### src/rtl/lfsr_gen_if.sv
// Seed/advance handshake and LFSR output bundle for lfsr_gen.
// master = stimulus side, slave = lfsr_gen.
interface lfsr_gen_if #(
  parameter int WIDTH = 16
);
  logic             seed_valid;
  logic [WIDTH-1:0] seed;
  logic             seed_ready;
  logic             advance;
  logic [WIDTH-1:0] shift_seed;
  logic             rand_valid;
  logic             lockup;
  logic [31:0]      step_count;

  modport master (
    output seed_valid, seed, advance,
    input  seed_ready, shift_seed, rand_valid, lockup, step_count
  );

  modport slave (
    input  seed_valid, seed, advance,
    output seed_ready, shift_seed, rand_valid, lockup, step_count
  );
endinterface

### src/rtl/lfsr_gen.sv
// Seedable XNOR Fibonacci LFSR, STEPS shifts per advance, with lock-up recovery.
// Optional step counter is built only when LFSR_GEN_COUNT_EN is defined.
module lfsr_gen #(
  parameter int WIDTH = 16,
  parameter int STEPS = 1
) (
  input  logic  clk,
  input  logic  reset,
  lfsr_gen_if.slave bus
);

  localparam logic [0:0] ST_IDLE = 1'b0;
  localparam logic [0:0] ST_RUN  = 1'b1;

  // Tap masks use 0-based bit indices (1-based tap position minus one).
  localparam logic [63:0] TAP_MASK =
      (WIDTH == 8)  ? 64'h0000_0000_0000_00B8 :
      (WIDTH == 16) ? 64'h0000_0000_0000_D008 :
      (WIDTH == 32) ? 64'h0000_0000_8020_0003 :
                      64'hD800_0000_0000_0000;
  localparam logic [WIDTH-1:0] TAPS     = TAP_MASK[WIDTH-1:0];
  localparam logic [WIDTH-1:0] ALL_ONES = {WIDTH{1'b1}};

  if (!((WIDTH == 8) || (WIDTH == 16) || (WIDTH == 32) || (WIDTH == 64))) begin : g_bad_width
    $error("lfsr_gen: WIDTH must be 8, 16, 32 or 64");
  end
  if ((STEPS < 1) || (STEPS > 8)) begin : g_bad_steps
    $error("lfsr_gen: STEPS must be in 1..8");
  end

  logic [0:0]       state_q, state_d;
  logic [WIDTH-1:0] shift_q, shift_d;
  logic             rv_q, rv_d;
  logic             lockup_q, lockup_d;
  logic [WIDTH-1:0] stepped_s;
  logic             seed_accept_s;
  logic             adv_accept_s;
  logic             seed_ready_s;

  // Ready follows reset directly so it drops the instant reset asserts.
  assign seed_ready_s  = reset;
  assign seed_accept_s = bus.seed_valid & seed_ready_s;
  assign adv_accept_s  = bus.advance & ~seed_accept_s & (state_q == ST_RUN);

  // Apply STEPS single XNOR shifts to the current state.
  always_comb begin
    stepped_s = shift_q;
    for (int i = 0; i < STEPS; i++) begin
      stepped_s = {stepped_s[WIDTH-2:0], ~(^(stepped_s & TAPS))};
    end
  end

  // Next-state logic: seed load beats advance; all-ones is the XNOR dead state.
  always_comb begin
    state_d  = state_q;
    shift_d  = shift_q;
    rv_d     = rv_q;
    lockup_d = 1'b0;
    if (seed_accept_s) begin
      state_d = ST_RUN;
      rv_d    = 1'b1;
      if (bus.seed == ALL_ONES) begin
        shift_d  = {bus.seed[WIDTH-1:1], 1'b0};
        lockup_d = 1'b1;
      end else begin
        shift_d  = bus.seed;
      end
    end else begin
      case (state_q)
        ST_IDLE: begin
          shift_d = shift_q;
        end
        ST_RUN: begin
          if (shift_q == ALL_ONES) begin
            shift_d  = {WIDTH{1'b0}};
            lockup_d = 1'b1;
          end else if (bus.advance) begin
            shift_d = stepped_s;
          end else begin
            shift_d = shift_q;
          end
        end
        default: begin
          state_d = ST_IDLE;
          shift_d = {WIDTH{1'b0}};
          rv_d    = 1'b0;
        end
      endcase
    end
  end

  // Core state registers.
  always_ff @(posedge clk or negedge reset) begin
    if (!reset) begin
      state_q  <= ST_IDLE;
      shift_q  <= {WIDTH{1'b0}};
      rv_q     <= 1'b0;
      lockup_q <= 1'b0;
    end else begin
      state_q  <= state_d;
      shift_q  <= shift_d;
      rv_q     <= rv_d;
      lockup_q <= lockup_d;
    end
  end

`ifdef LFSR_GEN_COUNT_EN
  logic [31:0] cnt_q, cnt_d;

  // Counter clears on seed load and wraps naturally at 2^32.
  always_comb begin
    if (seed_accept_s) begin
      cnt_d = 32'd0;
    end else if (adv_accept_s) begin
      cnt_d = cnt_q + 32'd1;
    end else begin
      cnt_d = cnt_q;
    end
  end

  // Step counter register.
  always_ff @(posedge clk or negedge reset) begin
    if (!reset) begin
      cnt_q <= 32'd0;
    end else begin
      cnt_q <= cnt_d;
    end
  end

  assign bus.step_count = cnt_q;
`else
  logic unused_adv_s;
  assign unused_adv_s   = adv_accept_s;
  assign bus.step_count = 32'd0;
`endif

  assign bus.seed_ready = seed_ready_s;
  assign bus.shift_seed = shift_q;
  assign bus.rand_valid = rv_q;
  assign bus.lockup     = lockup_q;

endmodule
### src/flat_wrapper.sv
// flat-port wrapper written by rule: the top's interface ports become plain ports
module lfsr_gen_flat 
#(
  parameter int WIDTH = 16,
  parameter int STEPS = 1
)
  (clk, reset, bus_seed_valid, bus_seed, bus_advance, bus_seed_ready, bus_shift_seed, bus_rand_valid, bus_lockup, bus_step_count);
  lfsr_gen_if #(.WIDTH(WIDTH)) bus_i ();
  input  logic clk;
  input  logic reset;
  input wire logic [$bits(bus_i.seed_valid)-1:0] bus_seed_valid;
  input wire logic [$bits(bus_i.seed)-1:0] bus_seed;
  input wire logic [$bits(bus_i.advance)-1:0] bus_advance;
  output wire logic [$bits(bus_i.seed_ready)-1:0] bus_seed_ready;
  output wire logic [$bits(bus_i.shift_seed)-1:0] bus_shift_seed;
  output wire logic [$bits(bus_i.rand_valid)-1:0] bus_rand_valid;
  output wire logic [$bits(bus_i.lockup)-1:0] bus_lockup;
  output wire logic [$bits(bus_i.step_count)-1:0] bus_step_count;
  assign bus_i.seed_valid = bus_seed_valid;
  assign bus_i.seed = bus_seed;
  assign bus_i.advance = bus_advance;
  assign bus_seed_ready = bus_i.seed_ready;
  assign bus_shift_seed = bus_i.shift_seed;
  assign bus_rand_valid = bus_i.rand_valid;
  assign bus_lockup = bus_i.lockup;
  assign bus_step_count = bus_i.step_count;
  lfsr_gen #(.WIDTH(WIDTH), .STEPS(STEPS)) u_core (.clk(clk), .reset(reset), .bus(bus_i));
endmodule
### config.mk
export PLATFORM = sky130hd
export DESIGN_NAME = lfsr_gen_flat
export DESIGN_NICKNAME = d
export VERILOG_FILES = /design/src/rtl/lfsr_gen_if.sv /design/src/rtl/lfsr_gen.sv /design/src/flat_wrapper.sv
export SDC_FILE = /design/constraint.sdc
export NUM_CORES = 1
export LEC_CHECK = 0
export ABC_AREA = 1
export BUFFER_PORTS_ARGS = -buffer_cell sky130_fd_sc_hd__buf_2
export CAP_MARGIN = 40
export CORE_AREA = 3 3 51 71
export DETAILED_ROUTE_END_ITERATION = 8
export DIE_AREA = 0 0 54 74
export HOLD_SLACK_MARGIN = 0.15
export PLACE_DENSITY = 0.82
export SLEW_MARGIN = 20
export SYNTH_ARGS = -nofsm -noshare
export SYNTH_HDL_FRONTEND = slang
export SYNTH_SLANG_ARGS = --single-unit
### constraint.sdc
create_clock -name clk -period 2.15 [get_ports clk]
set_input_delay 0 -clock clk [delete_from_list [all_inputs] [get_ports clk]]
set_output_delay 0 -clock clk [all_outputs]
set_load 0.1 [all_outputs]
# Yosys cells after proc, flatten, opt, wreduce, memory -nomap -nowiden

Cells that the tools add are included.

Output and inout bits: 51
Register bits after elaboration: 18
Input port bits: 20

Muxes and demuxes: 9
Equality and inequality tests: 4
Reductions and logical operators: 2
Bitwise logic cells: 3

Operator list:

| operator                                                                | count |
|---|---|
| 16-bit two-way mux                                                      | 4 |
| 16-bit equality test, second input constant                             | 2 |
| 16-bit XOR reduction                                                    | 1 |
| 1-bit two-way mux                                                       | 5 |
| 4-bit inequality test, second input constant                            | 1 |
| 2-bit by 1-bit inequality test with 1-bit output, second input constant | 1 |
| 1-bit inverter                                                          | 2 |
| 2-bit AND reduction                                                     | 1 |
| 1-bit bitwise AND                                                       | 1 |

# Logic depth before layout (Yosys ltp)

Gate-level depths: netlist (run 1).

Depth after elaboration: 6
Gate-level depth with buffers: 10

# Worst setup path after synthesis (run 1)

Ideal clock, no wire load.

Path kind: register to register
Start: register u_core.shift_q[14] (netlist: u_core.bus.shift_seed[14])
End: register u_core.shift_q[13] (netlist: u_core.bus.shift_seed[13])
Data required time: 2.083 ns
Cell stages (with the launch flop): 11
Setup slack: 0.049 ns
Buffers on the path: 1
Arrival time: 2.034 ns
Setup time: 0.067 ns
Clock period less this slack: 2.101 ns
Path through: dfrtp_1 > ha_1 > inv_1 > nor2_1 > nand2_1 > nor2_4 > nor2_4 > nor2_8 > buf_12 > nand2_2 > nand2_2

Word-level cells in the longest chain between the ends: 4
Elaborated cells between the ends (all ways): 6

RTL lines:

| element                  | line            | source |
|---|---|---|
| start: declaration       | lfsr_gen.sv:32  | `logic [WIDTH-1:0] shift_q, shift_d;` |
| start signal: assignment | lfsr_gen.sv:96  | `shift_q <= {WIDTH{1'b0}};` |
| start signal: assignment | lfsr_gen.sv:101 | `shift_q <= shift_d;` |
| 16-bit equality test *   | lfsr_gen.sv:74  | `if (shift_q == ALL_ONES) begin` |
| 16-bit two-way mux       | lfsr_gen.sv:74  |  |
| 16-bit two-way mux       | lfsr_gen.sv:69  | `case (state_q)` |
| 16-bit two-way mux       | lfsr_gen.sv:59  | `if (seed_accept_s) begin` |

Every way passes the cells marked *; elsewhere a longest branch is shown, timed or not. The select of a mux whose other input is x is not followed.
A chain may end at the register's enable or synchronous reset.

# Worst setup path after layout (run 1)

Start: input port reset
End: register u_core.shift_q[14] (netlist: u_core.bus.shift_seed[14])

Word-level cells in the longest chain between the ends: 3
Elaborated cells between the ends (all ways): 5

RTL lines:

| element                                                                                                           | line               | source |
|---|---|---|
| start: declaration                                                                                                | flat_wrapper.sv:10 | `input logic reset;` |
| 1-bit bitwise AND *                                                                                               | lfsr_gen.sv:42     | `assign seed_accept_s = bus.seed_valid & seed_ready_s;` |
| 4-bit inequality test (no source line) / 2-bit by 1-bit inequality test with 1-bit output (equally long branches) | --                 |  |
| 2-bit AND reduction (no source line)                                                                              | --                 |  |

Every way passes the cells marked *; elsewhere a longest branch is shown, timed or not.

==> flow_summary.yaml, run 1 <==
synthesis:
  synth.avg_cell_area_sq_um: 6.981
  synth_area_leaders: "dfrtp_1 (30%), nand2_1 (22%), buf_4 (17%)"
  netlist.area_leader.share_pct: 30.15
  synth-seq-cells: 18
  synth.distinct_cells: 25
  synth-seq-area-share_pct: 30.15
  synthCells: 214
  yosysWarningCount: 0
  synth.cell_area_sq_um: 1494
  yosysTopAreaCell: "dfrtp_1"
drt:
  drt_drc_violations_left: 0
  finalWirelength_um: 3523
  drtPass1Iterations: 4
  wl_per_cell_um: 11.55
  ant_nets: 0
  drtIter0Drc: 27
  vias_per_cell: 4.613
  vias: 1407
place:
  portBuffers: 38
  place_inst: 285
  dp.final_hpwl_um: 2522
  post_dp_cell_area_sq_um: 1563
  dp_worst_setup_slack_ns: 0.5281
  place.gp.congestion: 0.8350
global_route:
  grt_usage_pct: 18.91
  grt_pass1_vias: 1337
  grt_pass1_wl_um: 5589
  grt_max_degree: 20
  gr-total-overflow: 0
  antenna_found_initial: 0
sta:
  worstMarginPinSlew_ns: 0.5190
  worst_slack_ns: 0.4214
  clock.fmax_mhz: 578.5
  finClkSkew_ns: 0.004161
  finalHoldViolCount: 0
  finalSetupTns_ns: 0
  slew_headroom_pct: 65.36
  min_period_over_period_pct: 80.40
  drv_slew: 0
  setup_violations: 0
  hold_ws_ns: 0.1621
  fin_crit_ns: 1.729
  rsz0062_at_grt: "false"
layout:
  diodes: 0
  final_nets: 288
  final_core_util_pct: 57.48
  syn_to_final_growth_pct: 19.01
  stdcell_count: 305
  fillers: 307
  drive_above_1_share_pct: 27.44
  design_area_sq_um: 1778
setup_path:
  r2r_cells: 8
  crit_required_ns: 2.35
  crit_arrival_ns: 1.93
  start_kind: "input port"
  crit_chain: "dlygate4sd3_1 -> buf_2 -> nand2_4 -> inv_6 -> or2_4 -> o21ai_4 -> nand2_1 -> nand2_2"
  crit_slowest_cell: "dlygate4sd3_1"
  crit_type: "input port to flop"
  cp-end-kind: "flop"
  slowest_delay_ns: 0.53
  cp_max_fo: 19
clocking:
  root_buffer: "clkbuf_8"
  cts_tree: "yes"
  clock_sinks: 18
  post_cts_resized: 0
  cts_hold_buf: 16
  cts_max_path_buffers: 2
  cts_buffers: 3
  clock_latency_ns: 0.26
  ctsHtreeMaxLevel: 1
  postCtsSetupBuffers: 0
  clk_pin_slew_ns: 0.07
floorplanning:
  rows: 24
  die_height_um: 74
  ios: 71
  die_w_um: 54
  coreArea_sq_um: 3093
  start_util_pct: 48.30
  dieArea_sq_um: 3996
power_and_ir_drop:
  p_total_mw: 1.847
  p_per_area_nw_per_um2: 1039
  peakVddDrop_v: 0.0004764
  leakage_nw: 0.9223
hold_path:
  holdPathStages: 6
  worstHoldPathType: "input port to flop"
run:
  max-cap-violations: 0
run_status:
  status: "finished clean"
==> critical path: cells and delay by family <==
| kind | cells | cell delay [ns] |
|---|---|---|
| AO/OA/AOI/OAI | 1 | 0.40 |
| buffers and inverters | 3 | 0.79 |
| AND/OR/NAND/NOR | 4 | 0.72 |
==> placed cells by master, fill, tap and decap left out, drive strengths merged <==
cell type,Yosys,routed
or2,1,1
o21bai,1,1
nand3,1,1
dfrtp,18,18
nor2,18,18
clkbuf,1,4
inv,7,7
o21ai,16,16
a21oi,2,2
ha,1,1
conb,1,32
buf,37,39
dlygate4sd3,0,16
nand2,110,110
==> sequential cells by signal (all words and copies together) (netlist names) <==
name,count
u_core.bus.lockup,1
u_core.bus.shift_seed,16
u_core.state_q,1
==> synth_stat cells (all sizes together) <==
library cell / n
inv: 7
conb: 1
or2: 1
a21oi: 2
nand3: 1
clkbuf: 1
nor2: 18
buf: 37
o21bai: 1
o21ai: 16
nand2: 110
ha: 1
dfrtp: 18
==> routing by layer <==
| metal | track usage [%] | vias to the layer above | share of wire [%] |
|---|---|---|---|
| met2 | 34.37 | 74 | 51 |
| met1 | 21.27 | 635 | 38 |
| met5 | 0 | - | 0 |
| met4 | 8.310 | 0 | 1.4 |
| li1 | - | 693 | - |
| met3 | 2.605 | 5 | 9.0 |
==> final cells by class <==
cell class	instances	area [sq um]	area share (%)
multi-input cells	182	834.6	46.94
inverters	7	31.28	1.759
well taps	39	48.80	2.745
repair buffers	55	357.8	20.13
clock buffers	4	55.05	3.096
flip-flops and latches	18	450.4	25.33
==> kinds of logic (layout without fill, tap and decap cells) <==
family                     Yosys count  in the layout  synth area share [%]
other                                1             32                0.2510
AOI/OAI and AO/OA                   19             19                 7.287
and+or+nand+nor                    130            130                 39.70
DFF                                 18             18                 30.15
buffers and inverters               45             66                 21.77
adders and majority gates            1              1                0.8374
==> final timing paths <==
path                                            from                        end  slack, ns
min                                      bus_seed[0]   u_core.bus.shift_seed[0]       0.16
min reg2reg                u_core.bus.shift_seed[15]  u_core.bus.shift_seed[15]       0.51
max reg2reg                u_core.bus.shift_seed[14]  u_core.bus.shift_seed[14]       0.49
max in group asynchronous                      reset   u_core.bus.shift_seed[0]       1.67
max                                            reset  u_core.bus.shift_seed[14]       0.42
min in group asynchronous                      reset  u_core.bus.shift_seed[11]       0.27
==> where the power goes <==
group	switching, mW	internal (mW)
logic	0.907	0.169
clock network	0.125	0.163
registers	0.0816	0.402
Note: power is estimated with default switching activity, not from simulation.
==> inputs of run 2 (changes only) <==
--- a/config.mk
+++ b/config.mk
@@ -8,11 +8,11 @@
 export ABC_AREA = 1
 export BUFFER_PORTS_ARGS = -buffer_cell sky130_fd_sc_hd__buf_2
 export CAP_MARGIN = 40
-export CORE_AREA = 3 3 51 71
+export CORE_AREA = 3 3 53 74
 export DETAILED_ROUTE_END_ITERATION = 8
-export DIE_AREA = 0 0 54 74
+export DIE_AREA = 0 0 56 77
 export HOLD_SLACK_MARGIN = 0.15
-export PLACE_DENSITY = 0.82
+export PLACE_DENSITY = 0.76
 export SLEW_MARGIN = 20
 export SYNTH_ARGS = -nofsm -noshare
 export SYNTH_HDL_FRONTEND = slang
==> constraint.sdc (replaced) <==
create_clock -name clk -period 1.7 [get_ports clk]
set_input_delay 0 -clock clk [delete_from_list [all_inputs] [get_ports clk]]
set_output_delay 0 -clock clk [all_outputs]
set_load 0.1 [all_outputs]
==> run 2 against run 1 <==
Sequential power is 31% higher. Die area grew 7.9%. Hold slack better by 0.010 ns. Routed wire length rose by 3.4%. Largest cell class unchanged. Highest routed layer unchanged.
==> flow_summary.yaml, run 2 (same netlist as run 1, synthesis figures left out) <==
run_status:
  status: "finished clean"
layout:
  seq_area_sq_um: 475.5
  design_area_sq_um: 1873
  mostFrequentLayoutCells: "nand2_1 (89), buf_2 (38), conb_1 (32)"
  fillers: 349
  drive_above_1_share_pct: 34.56
  syn_to_final_growth_pct: 25.38
  diodes: 0
  stdcell_count: 312
  largest_reg_flops: 16
  multi_input_area_sq_um: 843.3
  final_nets: 294
  final_core_util_pct: 55.44
  layout_commonest_cell: "nand2_1"
floorplanning:
  die_w_um: 56
  start_util_pct: 44.22
  ios: 71
  rows: 25
  die_height_um: 77
  dieArea_sq_um: 4312
  coreArea_sq_um: 3378
global_route:
  grt_max_degree: 20
  gr-total-overflow: 0
  antenna_found_initial: 0
  grt_usage_pct: 16.61
  grt_pass1_vias: 1308
  grt_pass1_wl_um: 5823
place:
  portBuffers: 38
  place_inst: 289
  place.gp.congestion: 0.8583
  post_dp_cell_area_sq_um: 1624
  dp.final_hpwl_um: 2569
setup_path:
  cp-end-kind: "flop"
  crit_buf_inv: 2
  crit_chain: "ha_1 -> inv_1 -> nor2_1 -> nand2_1 -> nor2_4 -> nor2_4 -> nor2_8 -> buf_4 -> nand2_2 -> nand2_2"
  r2r_cells: 10
  cp-startpoint: "u_core.bus.shift_seed[14]"
  slowest_delay_ns: 0.43
  crit_type: "flop to flop"
  r2r-start: "u_core.bus.shift_seed[14]"
  crit_slowest_cell: "dfrtp_4"
  crit_required_ns: 1.90
  cp_max_fo: 6
  path_depth: 10
  start_kind: "flop"
  crit_arrival_ns: 1.78
  crit_family: "simple AND/OR/NAND/NOR gates"
clocking:
  clock_sinks: 18
  root_buffer: "clkbuf_8"
  clk_pin_slew_ns: 0.07
  clock_latency_ns: 0.25
  cts_max_path_buffers: 2
  ctsHtreeMaxLevel: 1
  cts_tree: "yes"
  cts_buffers: 3
drt:
  drt_drc_violations_left: 0
  wl_per_cell_um: 11.67
  vias: 1414
  top_signal_layer_used: "met4"
  finalWirelength_um: 3642
  met2_length_um: 1846
  ant_nets: 0
  met1Wirelength_um: 1472
  drtIter0Drc: 21
  routed-wl-met3_um: 254
  vias_per_cell: 4.532
  drtPass1Iterations: 4
power_and_ir_drop:
  peakVddDrop_v: 0.001167
  leakage_nw: 0.9311
  p_per_area_nw_per_um2: 1242
sta:
  finalHoldViolCount: 0
  finClkSkew_ns: 0.003411
  min_period_over_period_pct: 93.19
  drv_slew: 0
  fin_crit_ns: 1.584
  clock.fmax_mhz: 631.2
  setup_violations: 0
hold_path:
  worstHoldPathType: "input port to flop"
  holdPathStages: 3
  holdCritStartpoint: "bus_seed_valid"
run:
  max-cap-violations: 0
run 2: path summary, 6_finish.rpt:
check / endpoint / slack (ns)
max in group asynchronous: u_core.bus.shift_seed[15] / 1.16
setup reg to reg: u_core.bus.shift_seed[1] / 0.12
hold / removal: u_core.bus.lockup / 0.17
setup / recovery: u_core.bus.shift_seed[1] / 0.12
min in group asynchronous: u_core.bus.shift_seed[11] / 0.32
hold reg to reg: u_core.bus.shift_seed[8] / 0.52
run 2: tightest hold or removal path: stages:
cell and delay, ns:
buf_2 0.13, nand2_8 0.15, a21oi_1 0.10
run 2: report_power, final:
group	switching, mW	internal [mW]
Clock	0.142	0.167
Combinational	1.15	0.232
Sequential	0.105	0.529
Total	1.40	0.928
run 2: layout make-up:
cell class | instances | area share, %
well taps | 40 | 2.672
clock buffers | 4 | 2.405
repair buffers | 61 | 22.85
multi-input cells | 182 | 45.02
inverters | 7 | 1.670
flip-flops and latches | 18 | 25.38
run 2: through the flow:
| stage | hold slack, ns | setup slack (ns) | total power [mW] | setup TNS (ns) |
|---|---|---|---|---|
| after floorplan | -0.2956 | 0.005183 | 1.842 | 0 |
| after global placement | 0.01864 | 0.1826 | 1.971 | 0 |
| after detailed placement | 0.02470 | 0.1271 | 1.980 | 0 |
| after CTS | 0.2123 | 0.09921 | 2.323 | 0 |
| after global routing | 0.1933 | -0.002381 | 2.433 | -0.002381 |
| final | 0.1724 | 0.1158 | 2.327 | 0 |
run 2: timing repair:
action	4_1_cts	5_1_grt
endpoints found under the setup margin	0	3
hold endpoints to repair	33	0
hold buffers	16	0
buffers inserted	0	3
resized for setup	0	1
run 2: per-layer routing:
metal,global-route usage [%],vias up
met5,0,-
met4,5.226,0
met3,1.852,7
met2,29.27,63
met1,20.82,640
li1,-,704
==> inputs of run 3 (changes only) <==
--- a/config.mk
+++ b/config.mk
@@ -13,6 +13,7 @@
 export DIE_AREA = 0 0 56 77
 export HOLD_SLACK_MARGIN = 0.15
 export PLACE_DENSITY = 0.76
+export RECOVER_POWER = 100
 export SLEW_MARGIN = 20
 export SYNTH_ARGS = -nofsm -noshare
 export SYNTH_HDL_FRONTEND = slang
==> run 3 against run 2 <==
Die area stayed put. Critical path depth stayed put. Core utilization is 0.15 points lower. Critical endpoint unchanged. Highest routed layer unchanged.
==> flow_summary.yaml, run 3 (same netlist as run 1, synthesis figures left out) <==
run_status:
  status: "finished clean"
drt:
  drt_drc_violations_left: 0
  vias_per_cell: 4.526
  drtPass1Iterations: 4
  ant_nets: 0
  wl_per_cell_um: 11.71
  finalWirelength_um: 3652
  drtIter0Drc: 22
  vias: 1412
floorplanning:
  die_w_um: 56
  ios: 71
  start_util_pct: 44.22
  rows: 25
  die_height_um: 77
  dieArea_sq_um: 4312
  coreArea_sq_um: 3378
place:
  portBuffers: 38
  dp.final_hpwl_um: 2569
  place.gp.congestion: 0.8583
  dp_worst_setup_slack_ns: 0.1271
hold_path:
  worstHoldPathType: "input port to flop"
  holdCritStartpoint: "bus_seed_valid"
power_and_ir_drop:
  p_per_area_nw_per_um2: 1246
  leakage_nw: 0.9218
  peakVddDrop_v: 0.001165
setup_path:
  start_kind: "input port"
  crit_arrival_ns: 1.75
  cp_max_fo: 19
  worst_path_most_repeated_cell: "nand2_2"
  crit_type: "input port to flop"
  r2r-start: "u_core.bus.shift_seed[14]"
  crit_required_ns: 1.85
  crit_slowest_cell: "dlygate4sd3_1"
  cp-end-kind: "flop"
  crit_buf_inv: 4
  crit_chain: "dlygate4sd3_1 -> clkbuf_1 -> nand2_8 -> inv_6 -> or2_4 -> nor2_4 -> nor2_8 -> buf_4 -> nand2_2 -> nand2_2"
  cp-startpoint: "reset"
  crit_family: "buffers and inverters"
  slowest_delay_ns: 0.53
sta:
  min_period_over_period_pct: 93.90
  hold_ws_ns: 0.1808
  clock.fmax_mhz: 626.5
  drv_slew: 0
  fin_crit_ns: 1.596
  finalHoldViolCount: 0
  slew_headroom_pct: 22.47
  finClkSkew_ns: 0.003320
  worst_slack_ns: 0.1037
  worstMarginPinSlew_ns: 1.168
  finalSetupTns_ns: 0
  setup_violations: 0
layout:
  mostFrequentLayoutCells: "nand2_1 (89), conb_1 (32), nand2_2 (20)"
  final_nets: 294
  largest_reg_flops: 16
  drive_above_1_share_pct: 33.46
  diodes: 0
  layout_commonest_cell: "nand2_1"
  syn_to_final_growth_pct: 25.04
  final_core_util_pct: 55.30
global_route:
  grt_pass1_wl_um: 5823
  gr-total-overflow: 0
  antenna_found_initial: 0
  grt_pass1_vias: 1308
  grt_max_degree: 20
  grt_usage_pct: 16.61
clocking:
  cts_buffers: 3
  clock_latency_ns: 0.25
  cts_max_path_buffers: 2
  ctsHtreeMaxLevel: 1
  cts_tree: "yes"
  clk_pin_slew_ns: 0.07
  root_buffer: "clkbuf_8"
  clock_sinks: 18
run:
  max-cap-violations: 0
==> run 3: cell types whose count changed in the layout (fill, tap and decap cells not counted) <==
cell      previous run  this run
buf_2               38        19
clkbuf_2             0        17
clkbuf_1             1         3
nor2_1              13        14
nor2_2               1         0
==> run 3: power by group <==
part	leakage (nW)	total (mW)	switching (mW)	internal, mW
Sequential	0.205	0.637	0.109	0.529
Combinational	0.694	1.38	1.15	0.229
Clock	0.0228	0.308	0.142	0.166
Total	0.922	2.33	1.40	0.924
==> run 3: worst min-delay path, stage by stage <==
cell and delay (ns):
buf_2 0.13, nand2_8 0.15, a21oi_1 0.10
==> run 3: final cells by class <==
type                       count  area (sq um)
tap                           40         50.05
clock buffer                   4         45.04
fill                         350          1510
timing repair buffer          61         425.4
inverter                       7         31.28
sequential                    18         475.5
multi-input combinational    182         840.8
==> run 3: repair_timing <==
| item | in CTS | in global routing |
|---|---|---|
| endpoints found under the hold margin | 33 | 0 |
| resized for setup | 0 | 1 |
| setup endpoints to repair | 0 | 3 |
| buffers inserted | 0 | 3 |
| hold buffers | 16 | 0 |
==> run 3: metal layers <==
layer / up-vias / GRT usage, % / wire, um
met5: - / 0 / 0
met4: 0 / 5.226 / 55
met3: 6 / 1.852 / 225
met2: 57 / 29.27 / 1838
met1: 642 / 20.82 / 1533
li1: 707 / - / -
==> run 3: through the flow <==
step           cells  area [sq um]  total power, mW
5_1_grt          312          1868            2.432
6_report         312          1868            2.328
4_1_cts          309          1829            2.323
3_5_place_dp     289          1624            1.980
3_3_place_gp     289          1624            1.971
2_1_floorplan    245          1635            1.842
==> run 3: worst paths after layout <==
check / cells after the start / to / slack (ns)
max: 10 / u_core.bus.shift_seed[1] / 0.10
min: 3 / u_core.bus.lockup / 0.18
max reg2reg: 10 / u_core.bus.shift_seed[1] / 0.11
min reg2reg: 2 / u_core.bus.shift_seed[8] / 0.52
max in group asynchronous: 3 / u_core.bus.shift_seed[15] / 1.04
min in group asynchronous: 3 / u_core.bus.shift_seed[11] / 0.43
